## config.mk

```make
export PLATFORM = sky130hd
export DESIGN_NAME = mem_req_scheduler
export DESIGN_NICKNAME = d
export VERILOG_FILES = /design/src/rtl/mem_sched_pkg.sv /design/src/rtl/sync_fifo.sv /design/src/rtl/mem_req_scheduler.sv
export SDC_FILE = /design/constraint.sdc
export NUM_CORES = 2
export LEC_CHECK = 0
export ABC_AREA = 1
export CAP_MARGIN = 10
export CORE_AREA = 2 2 344 346
export CTS_BUF_LIST = sky130_fd_sc_hd__clkbuf_4
export DETAILED_ROUTE_END_ITERATION = 12
export DIE_AREA = 0 0 346 348
export GPL_ROUTABILITY_DRIVEN = 0
export GPL_TIMING_DRIVEN = 0
export PLACE_DENSITY_LB_ADDON = 0.12
export REMOVE_ABC_BUFFERS = 1
export SYNTH_ARGS = -nofsm -noshare
export SYNTH_HDL_FRONTEND = slang
export SYNTH_SLANG_ARGS = --single-unit
```

## constraint.sdc

```tcl
create_clock -name clk -period 2.7 [get_ports clk]
set_input_delay 0.675 -clock clk [delete_from_list [all_inputs] [get_ports clk]]
set_output_delay 0.675 -clock clk [all_outputs]
set_load 0.03 [all_outputs]
```

## src/rtl/mem_sched_pkg.sv

```systemverilog
// Shared types and default widths for the two-client memory request scheduler.
package mem_sched_pkg;

  typedef enum logic {
    CLIENT_A = 1'b0,
    CLIENT_B = 1'b1
  } client_e;

  localparam int DEF_ADDR_W    = 32;
  localparam int DEF_LINE_W    = 128;
  localparam int DEF_REQ_DEPTH = 2;
  localparam int DEF_MAX_RD    = 4;

  typedef struct packed {
    logic                  wr;
    logic [DEF_ADDR_W-1:0] addr;
    logic [DEF_LINE_W-1:0] data;
  } mem_req_t;

endpackage

```

## src/rtl/sync_fifo.sv

```systemverilog
// Synchronous FIFO with full/empty flags; a push while full is taken only
// when a pop happens in the same cycle, so occupancy never exceeds DEPTH.
module sync_fifo #(
  parameter int WIDTH = 8,
  parameter int DEPTH = 2
) (
  input  logic             clk,
  input  logic             reset_n,
  input  logic             push,
  input  logic [WIDTH-1:0] wdata,
  input  logic             pop,
  output logic [WIDTH-1:0] rdata,
  output logic             full,
  output logic             empty
);

  localparam int PTR_W = $clog2(DEPTH);
  localparam int CNT_W = PTR_W + 1;

  logic [PTR_W-1:0] wr_ptr_q, wr_ptr_d;
  logic [PTR_W-1:0] rd_ptr_q, rd_ptr_d;
  logic [CNT_W-1:0] count_q, count_d;
  logic [WIDTH-1:0] mem_q [DEPTH];
  logic [WIDTH-1:0] mem_d [DEPTH];
  logic             do_push;
  logic             do_pop;

  assign full    = (count_q == CNT_W'(DEPTH));
  assign empty   = (count_q == '0);
  assign do_pop  = pop & ~empty;
  assign do_push = push & (~full | do_pop);
  assign rdata   = mem_q[rd_ptr_q];

  always_comb begin
    mem_d    = mem_q;
    wr_ptr_d = wr_ptr_q;
    rd_ptr_d = rd_ptr_q;
    count_d  = count_q + CNT_W'(do_push) - CNT_W'(do_pop);
    if (do_push) begin
      mem_d[wr_ptr_q] = wdata;
      wr_ptr_d        = wr_ptr_q + 1'b1;
    end
    if (do_pop) begin
      rd_ptr_d = rd_ptr_q + 1'b1;
    end
  end

  always_ff @(posedge clk) begin
    if (!reset_n) begin
      wr_ptr_q <= '0;
      rd_ptr_q <= '0;
      count_q  <= '0;
      mem_q    <= '{default: '0};
    end else begin
      wr_ptr_q <= wr_ptr_d;
      rd_ptr_q <= rd_ptr_d;
      count_q  <= count_d;
      mem_q    <= mem_d;
    end
  end

endmodule

```

## src/rtl/mem_req_scheduler.sv

```systemverilog
// Two-client memory request scheduler: per-client request FIFOs, round-robin
// grant into a registered downstream stage, and an in-order read-tag queue.
module mem_req_scheduler
  import mem_sched_pkg::*;
#(
  parameter int ADDR_W    = DEF_ADDR_W,
  parameter int LINE_W    = DEF_LINE_W,
  parameter int REQ_DEPTH = DEF_REQ_DEPTH,
  parameter int MAX_RD    = DEF_MAX_RD
) (
  input  logic              clk,
  input  logic              reset_n,
  input  logic              req_valid_a,
  output logic              req_ready_a,
  input  logic              req_wr_a,
  input  logic [ADDR_W-1:0] req_addr_a,
  input  logic [LINE_W-1:0] req_data_a,
  input  logic              req_valid_b,
  output logic              req_ready_b,
  input  logic              req_wr_b,
  input  logic [ADDR_W-1:0] req_addr_b,
  input  logic [LINE_W-1:0] req_data_b,
  output logic              rsp_valid_a,
  output logic [LINE_W-1:0] rsp_data_a,
  output logic              rsp_valid_b,
  output logic [LINE_W-1:0] rsp_data_b,
  output logic              mem_valid,
  input  logic              mem_ready,
  output logic              mem_wr,
  output logic [ADDR_W-1:0] mem_addr,
  output logic [LINE_W-1:0] mem_data,
  output logic              mem_client,
  input  logic              mem_rsp_valid,
  input  logic [LINE_W-1:0] mem_rsp_data,
  output logic              rsp_orphan_err
);

  localparam int REQ_W = 1 + ADDR_W + LINE_W;

  logic [REQ_W-1:0]  head_a, head_b;
  logic              full_a, empty_a, full_b, empty_b;
  logic              tag_full, tag_empty, tag_head;
  logic              head_wr_a, head_wr_b;
  logic [ADDR_W-1:0] head_addr_a, head_addr_b;
  logic [LINE_W-1:0] head_data_a, head_data_b;
  logic              can_load, elig_a, elig_b, grant_a, grant_b, tag_push;

  logic              mem_valid_q, mem_valid_d;
  logic              mem_wr_q, mem_wr_d;
  logic [ADDR_W-1:0] mem_addr_q, mem_addr_d;
  logic [LINE_W-1:0] mem_data_q, mem_data_d;
  client_e           mem_client_q, mem_client_d;
  client_e           last_grant_q, last_grant_d;
  logic              orphan_q, orphan_d;

  assign req_ready_a = reset_n & ~full_a;
  assign req_ready_b = reset_n & ~full_b;

  sync_fifo #(.WIDTH(REQ_W), .DEPTH(REQ_DEPTH)) u_fifo_a (
    .clk     (clk),
    .reset_n (reset_n),
    .push    (req_valid_a & req_ready_a),
    .wdata   ({req_wr_a, req_addr_a, req_data_a}),
    .pop     (grant_a),
    .rdata   (head_a),
    .full    (full_a),
    .empty   (empty_a)
  );

  sync_fifo #(.WIDTH(REQ_W), .DEPTH(REQ_DEPTH)) u_fifo_b (
    .clk     (clk),
    .reset_n (reset_n),
    .push    (req_valid_b & req_ready_b),
    .wdata   ({req_wr_b, req_addr_b, req_data_b}),
    .pop     (grant_b),
    .rdata   (head_b),
    .full    (full_b),
    .empty   (empty_b)
  );

  // Each entry records which client issued an outstanding read, oldest first.
  sync_fifo #(.WIDTH(1), .DEPTH(MAX_RD)) u_tag_q (
    .clk     (clk),
    .reset_n (reset_n),
    .push    (tag_push),
    .wdata   (grant_b),
    .pop     (mem_rsp_valid),
    .rdata   (tag_head),
    .full    (tag_full),
    .empty   (tag_empty)
  );

  assign {head_wr_a, head_addr_a, head_data_a} = head_a;
  assign {head_wr_b, head_addr_b, head_data_b} = head_b;

  // A read may only be granted while a tag slot is free to route its data back.
  assign can_load = ~mem_valid_q | mem_ready;
  assign elig_a   = ~empty_a & (head_wr_a | ~tag_full);
  assign elig_b   = ~empty_b & (head_wr_b | ~tag_full);
  assign grant_a  = can_load & elig_a & (~elig_b | (last_grant_q == CLIENT_B));
  assign grant_b  = can_load & elig_b & (~elig_a | (last_grant_q == CLIENT_A));
  assign tag_push = (grant_a & ~head_wr_a) | (grant_b & ~head_wr_b);

  assign rsp_valid_a = mem_rsp_valid & ~tag_empty & ~tag_head;
  assign rsp_valid_b = mem_rsp_valid & ~tag_empty & tag_head;
  assign rsp_data_a  = mem_rsp_data;
  assign rsp_data_b  = mem_rsp_data;

  always_comb begin
    mem_valid_d  = mem_valid_q & ~mem_ready;
    mem_wr_d     = mem_wr_q;
    mem_addr_d   = mem_addr_q;
    mem_data_d   = mem_data_q;
    mem_client_d = mem_client_q;
    last_grant_d = last_grant_q;
    orphan_d     = orphan_q | (mem_rsp_valid & tag_empty);
    if (grant_a) begin
      mem_valid_d  = 1'b1;
      mem_wr_d     = head_wr_a;
      mem_addr_d   = head_addr_a;
      mem_data_d   = head_data_a;
      mem_client_d = CLIENT_A;
      last_grant_d = CLIENT_A;
    end else if (grant_b) begin
      mem_valid_d  = 1'b1;
      mem_wr_d     = head_wr_b;
      mem_addr_d   = head_addr_b;
      mem_data_d   = head_data_b;
      mem_client_d = CLIENT_B;
      last_grant_d = CLIENT_B;
    end
  end

  always_ff @(posedge clk) begin
    if (!reset_n) begin
      mem_valid_q  <= 1'b0;
      mem_wr_q     <= 1'b0;
      mem_addr_q   <= '0;
      mem_data_q   <= '0;
      mem_client_q <= CLIENT_A;
      last_grant_q <= CLIENT_B;
      orphan_q     <= 1'b0;
    end else begin
      mem_valid_q  <= mem_valid_d;
      mem_wr_q     <= mem_wr_d;
      mem_addr_q   <= mem_addr_d;
      mem_data_q   <= mem_data_d;
      mem_client_q <= mem_client_d;
      last_grant_q <= last_grant_d;
      orphan_q     <= orphan_d;
    end
  end

  assign mem_valid      = mem_valid_q;
  assign mem_wr         = mem_wr_q;
  assign mem_addr       = mem_addr_q;
  assign mem_data       = mem_data_q;
  assign mem_client     = mem_client_q;
  assign rsp_orphan_err = orphan_q;

endmodule

```

# Word-level counts from Yosys, hierarchy flattened
# Cells that the tools add are included.
# word_totals
regBits,828
wordCells,137
# classes
n_addsub,12
n_reduce_logical,8
muxes,28
magnitude_cmp,9
eq_ne,3
bitwise,53
# op_table
cell,n
two-way mux 161 bit,8
bitwise mux 322 bit,2
demux 161 bit (select 1 bit),2
two-way mux 128 bit,2
two-way mux 32 bit,2
AND 1 bit,22
NOT 1 bit,15
OR 1 bit,10
two-way mux 1 bit,9
"greater-or-equal comparator 2 bit, second input constant",4
NOT 1 -> 2 bit,4
"greater-or-equal comparator 3 bit, second input constant",2
NOT 2 -> 3 bit,2
"adder 1 bit, second input constant",4
adder 2 x 1 -> 2 bit,2
"adder 2 x 1 -> 2 bit, second input constant",2
bitwise mux 4 bit,1
"== test 2 bit, second input constant",2
zero test 2 bit,2
"< comparator 2 x 1 -> 1 bit, second input constant",2
subtractor 2 x 1 -> 2 bit,2
adder 3 x 1 -> 3 bit,1
"== test 3 bit, second input constant",1
logical AND 1 bit,3
7 further kinds,7

# Longest topological paths before layout
# logic_depth
ltp_word,14
depth_mapped,16

# By module
# From an unflattened synthesis, not the netlist that was laid out.
# hier_totals
hier_cells,7929
area_unflattened_um2,47921.0
# modules_own_cells
mod,area_per_inst_um2,seq_area_each_um2,n_inst,cells_each
sync_fifo (u_fifo_a ...),17720.7,6526.3,2,2986
mem_req_scheduler,11812.6,3303.2,1,1864
sync_fifo (u_tag_q),666.9,220.2,1,93

# Least setup slack after synthesis
# OpenSTA, ideal clock, no wires.
# synth_path
kind,in2reg
startpoint,in mem_ready
endpoint,reg u_fifo_a.count_q[1]
slack_ns,0.354
arrival_time_ns,2.226
path_stages,12
path_buffers,2
t_required_ns,2.580
cell_sequence,nor2_1 > nor2_4 > nand2_2 > buf_6 > buf_6 > inv_1 > ha_1 > inv_1 > ha_1 > xor2_1 > o21ai_0 > a21oi_1
# synth_between
elab_chain_len,8
# synth_lines
element,line_no,rtl
"start, declared",mem_req_scheduler.sv:28,"input logic mem_ready,"
OR 1 bit (*),mem_req_scheduler.sv:97,assign can_load = ~mem_valid_q | mem_ready;
AND 1 bit (*) (2 in a row),mem_req_scheduler.sv:100,assign grant_a = can_load & elig_a & (~elig_b | (last_grant_q == CLIENT_B));
AND 1 bit (*),sync_fifo.sv:30,assign do_pop = pop & ~empty;
named net u_fifo_a.do_pop,sync_fifo.sv:26,logic do_pop;
OR 1 bit,sync_fifo.sv:31,assign do_push = push & (~full | do_pop);
AND 1 bit,sync_fifo.sv:31,
adder 2 x 1 -> 2 bit,sync_fifo.sv:38,count_d = count_q + CNT_W'(do_push) - CNT_W'(do_pop);
subtractor 2 x 1 -> 2 bit (*),sync_fifo.sv:38,
"end signal, assigned",sync_fifo.sv:57,count_q <= count_d;
"end, declared",sync_fifo.sv:22,"logic [CNT_W-1:0] count_q, count_d;"
# Mark *: on every way through the listed nets, which the timed path passes. The rest lies on a longest branch.
# A chain may end at the register's enable or synchronous reset.

# Worst setup path in the final report
# layout_path
startpoint,reg u_tag_q.rd_ptr_q[0]
endpoint,out rsp_valid_b
# layout_between
elab_chain_len,5
# layout_lines
element,line_no,rtl
"start, declared",sync_fifo.sv:21,"logic [PTR_W-1:0] rd_ptr_q, rd_ptr_d;"
"start signal, assigned",sync_fifo.sv:56,rd_ptr_q <= rd_ptr_d;
NOT 2 -> 3 bit (implied by the code),sync_fifo.sv:32,assign rdata = mem_q[rd_ptr_q];
binary-select mux 1 bit (select 2 bit),sync_fifo.sv:32,
two-way mux 1 bit (implied by the code) (2 in a row),sync_fifo.sv:32,
AND 1 bit,mem_req_scheduler.sv:105,assign rsp_valid_b = mem_rsp_valid & ~tag_empty & tag_head;
"end, declared",mem_req_scheduler.sv:25,"output logic rsp_valid_b,"
# No other way between the ends. The select of a mux whose other input is x is not followed.

==> results.txt <==
----------------------------------------------------
[Run status]
  Run status ... complete, but fails checks
  Violated checks ... setup timing

[Route]
  First-iteration detailed-routing DRC count ... 3038
  Antenna Nets Post-Route ... 0
  Average detailed-routed wire length per instance ... 29.4 um
  Length of the first detailed-routing pass in iterations ... 6
  Final wirelength ... 211000 um
  Vias per inst ... 5.15
  Remaining design rule violation count ... 0
  Number of vias in the routed layout ... 36900

[Setup path]
  Critical path buffer and inverter count ... 3
  Worst setup SP type ... flip-flop
  Required time of the worst setup path ... 2.03 ns
  Category of the most critical setup path ... reg -> out
  Family with the most delay on the worst path ... flip-flops
  Crit path arrival time ... 2.21 ns
  Crit-path max FO ... 4
  Crit path largest cell delay ... 0.36 ns
  Cells along the critical path ... inv_4, nand2_2, a32oi_2, inv_1, nor2_2, buf_6
  Endpoint kind of the worst setup timing path ... output pin
  Critical-path top delay cell ... dfxtp_4

[Power]
  Worst voltage drop across the vdd grid ... 0.878 mV
  Power density over the cells ... 987 nW/um^2
  Power consumption ... 47.6 mW
  Cell leakage power ... 20.4 nW

[Finish]
  Cell area after layout ... 48200 sq um
  Number of nets in the layout ... 5918
  Area delta synth->final ... 31.8%
  Highest-count cells in the layout ignoring fill and taps ... 818 x dfxtp_1, 700 x nor2_1, 678 x nand2_1
  Leading cell type in the layout, fill and taps excluded ... dfxtp_1
  Count of non-filler cells in the finished layout ... 7168
  Share of post-route cells with drive strength above 1 ... 12.2%

[Placed design]
  HPWL Detailed ... 128000 um
  Input/output buffers ... 495
  Number of placed instances, taps included ... 6372
  Placed Instance Area ... 41100 sq um

[Timing]
  Count of final max-slew check failures ... 0
  Slew headroom ... 36.4%
  Final TNS setup ... -0.363 ns
  Final-layout worst hold slack ... 0.158 ns
  Max Clock Skew ... 0.0945 ns
  Fin. Hold Viols ... 0
  Crit path setup slack, layout ... -0.184 ns
  Final critical-path required period ... 2.88 ns
  Achievable clock frequency ... 0.347 GHz
  Unrepaired setup endpoints after global routing ... yes
  Post-route clock period utilization ... 107%
  Setup violators final ... 2
  Worst slew pin tran ... 0.953 ns

[Die]
  Height of the chip ... 348 um
  Num rows ... 126
  Die Footprint ... 120000 sq um
  Initial cell density of the core ... 31.3%
  Area of the core region ... 117000 sq um
  Top-level port count ... 880
  Die Width ... 346 um

[Global routing]
  Number of global-route vias before repair ... 34500
  GRT overflow ... 0
  First-pass GRT wire length ... 281000 um
  Largest net degree at the start of global routing ... 164
  Antenna violations before repair ... 18
  Global router's overall resource usage ... 33.4%

[Clocking]
  Root Buffer ... clkbuf_4
  Clock transition at the register clock pins on the worst setup and hold paths after CTS ... 0.06 ns
  Largest buffer count on any clock path ... 3
  Number of clock sinks ... 828
  Number of H-tree levels ... 4
  Clock buffers created by TritonCTS ... 234
  CTS tree ... built
  Latest clock arrival within the worst-skew pair ... 1.23 ns

[Logic synthesis]
  Area share of the largest cell type after synthesis ... 45.3%
  Synthesized area per cell ... 7.42 sq um
  Area of the mapped netlist ... 36600 sq um
  Largest cells by area after synthesis ... dfxtp_1 45%, o21ai_0 8.7%, nor2_1 7.2%
  Library cell occupying the most area in the post-synthesis netlist ... dfxtp_1
  Number of synthesized register bits ... 828
  Post-synthesis sequential area ratio ... 45.3%
  Cell variety after synth ... 33
  Total of warnings raised by yosys ... 0
  Synthesized netlist cell count ... 4929

[Min path]
  Kind of path behind the tightest hold check ... in -> reg

[Flow run]
  Number of max-cap violations ... 0

----------------------------------------------------
logic make-up (layout without fill, tap and decap cells):
family / count (synthesis) / after routing / synth area share, %
buf+inv: 961 / 1647 / 13.3
fa+ha+maj: 11 / 11 / 0.397
xor+xnor: 2 / 2 / 0.0479
other cells: 0 / 6 / 0
flops: 828 / 828 / 45.3
compound gates: 1173 / 1173 / 16.2
mux: 192 / 192 / 5.25
simple gates: 1762 / 1773 / 19.5
power by group:
part	internal (mW)	switching [mW]
sequential	14.1	0.884
combinational	7.04	13.7
clock	5.97	5.86
sequential cells by signal, indices dropped and copies added, names as in the netlist, 2 cells and up:
name / flops
mem_addr: 32
mem_data: 128
u_fifo_a.count_q: 2
u_fifo_a.mem_q: 322
u_fifo_b.count_q: 2
u_fifo_b.mem_q: 322
u_tag_q.count_q: 3
u_tag_q.mem_q: 4
u_tag_q.rd_ptr_q: 2
u_tag_q.wr_ptr_q: 2
synth_stat cells:
cell type / number
a21oi_1: 468
a21oi_2: 2
a31oi_1: 1
a32oi_1: 1
and3_1: 1
buf_1: 9
buf_2: 124
buf_4: 270
buf_6: 12
clkbuf_1: 218
clkinv_1: 1
dfxtp_1: 828
fa_1: 1
ha_1: 10
inv_1: 317
inv_2: 9
inv_4: 1
mux2i_1: 192
nand2_1: 684
nand2_2: 3
nand2_4: 1
nand3_1: 362
nor2_1: 703
nor2_2: 1
nor2_4: 3
nor3_1: 1
nor4_1: 1
o211ai_1: 18
o21a_1: 1
o21ai_0: 637
o21ai_1: 45
or2_2: 2
xor2_1: 2
path summary, 6_finish.rpt:
| path | startpoint | endpoint | slack [ns] | cells after the start |
|---|---|---|---|---|
| hold / removal | req_data_b[59] | u_fifo_b.mem_q[59]$_SDFFE_PN0P_ | 0.16 | 3 |
| hold reg to reg | u_fifo_b.mem_q[220]$_SDFFE_PN0P_ | u_fifo_b.mem_q[220]$_SDFFE_PN0P_ | 0.45 | 2 |
| setup reg to reg | u_fifo_b.count_q[0]$_SDFF_PN0_ | u_fifo_b.mem_q[183]$_SDFFE_PN0P_ | 0 | 10 |
| setup / recovery | u_tag_q.rd_ptr_q[0]$_SDFFE_PN0P_ | rsp_valid_b | -0.18 | 6 |
repair_timing:
item / in CTS / in global routing
pin swaps: 11 / 9
setup buffers: 21 / 9
cloned: 21 / 6
endpoints found under the hold margin: 579 / 0
endpoints found under the setup margin: 887 / 104
hold buffers: 322 / 0
resized for setup: 683 / 21
worst min-delay path: stages:
cell and delay [ns]:
clkdlybuf4s50_1 0.44, nor2_1 0.12, nor2_1 0.05
routing by layer:
metal | vias to the layer above | global-route usage (%) | part of all wire (%)
met5 | - | 12.5 | 1.1
met4 | 52 | 18.3 | 5.7
met3 | 460 | 25.5 | 17
met2 | 2056 | 48.9 | 41
met1 | 17300 | 33.1 | 35
li1 | 17000 | - | -
metrics by stage:
| step | setup slack [ns] | utilization (%) |
|---|---|---|
| finish | -0.184 | 41.2 |
| CTS | -0.388 | 41.0 |
| floorplan | -8.38 | - |
| detailed placement | -2.17 | 35.1 |
| global placement | -49.96 | 34.0 |
| global route | -0.344 | 41.2 |
area by class of cell:
| class | instances | area [sq um] |
|---|---|---|
| timing repair buffer | 906 | 9960 |
| fill | 12400 | 68800 |
| clock inverter | 61 | 297 |
| inverter | 328 | 1360 |
| antenna | 6 | 15.0 |
| multi-input combinational | 3151 | 15400 |
| sequential | 828 | 16600 |
| tap | 1536 | 1920 |
| clock buffer | 350 | 2630 |
| timing repair inverter | 2 | 20.0 |
No activity file was read; power rests on OpenSTA's default activity.
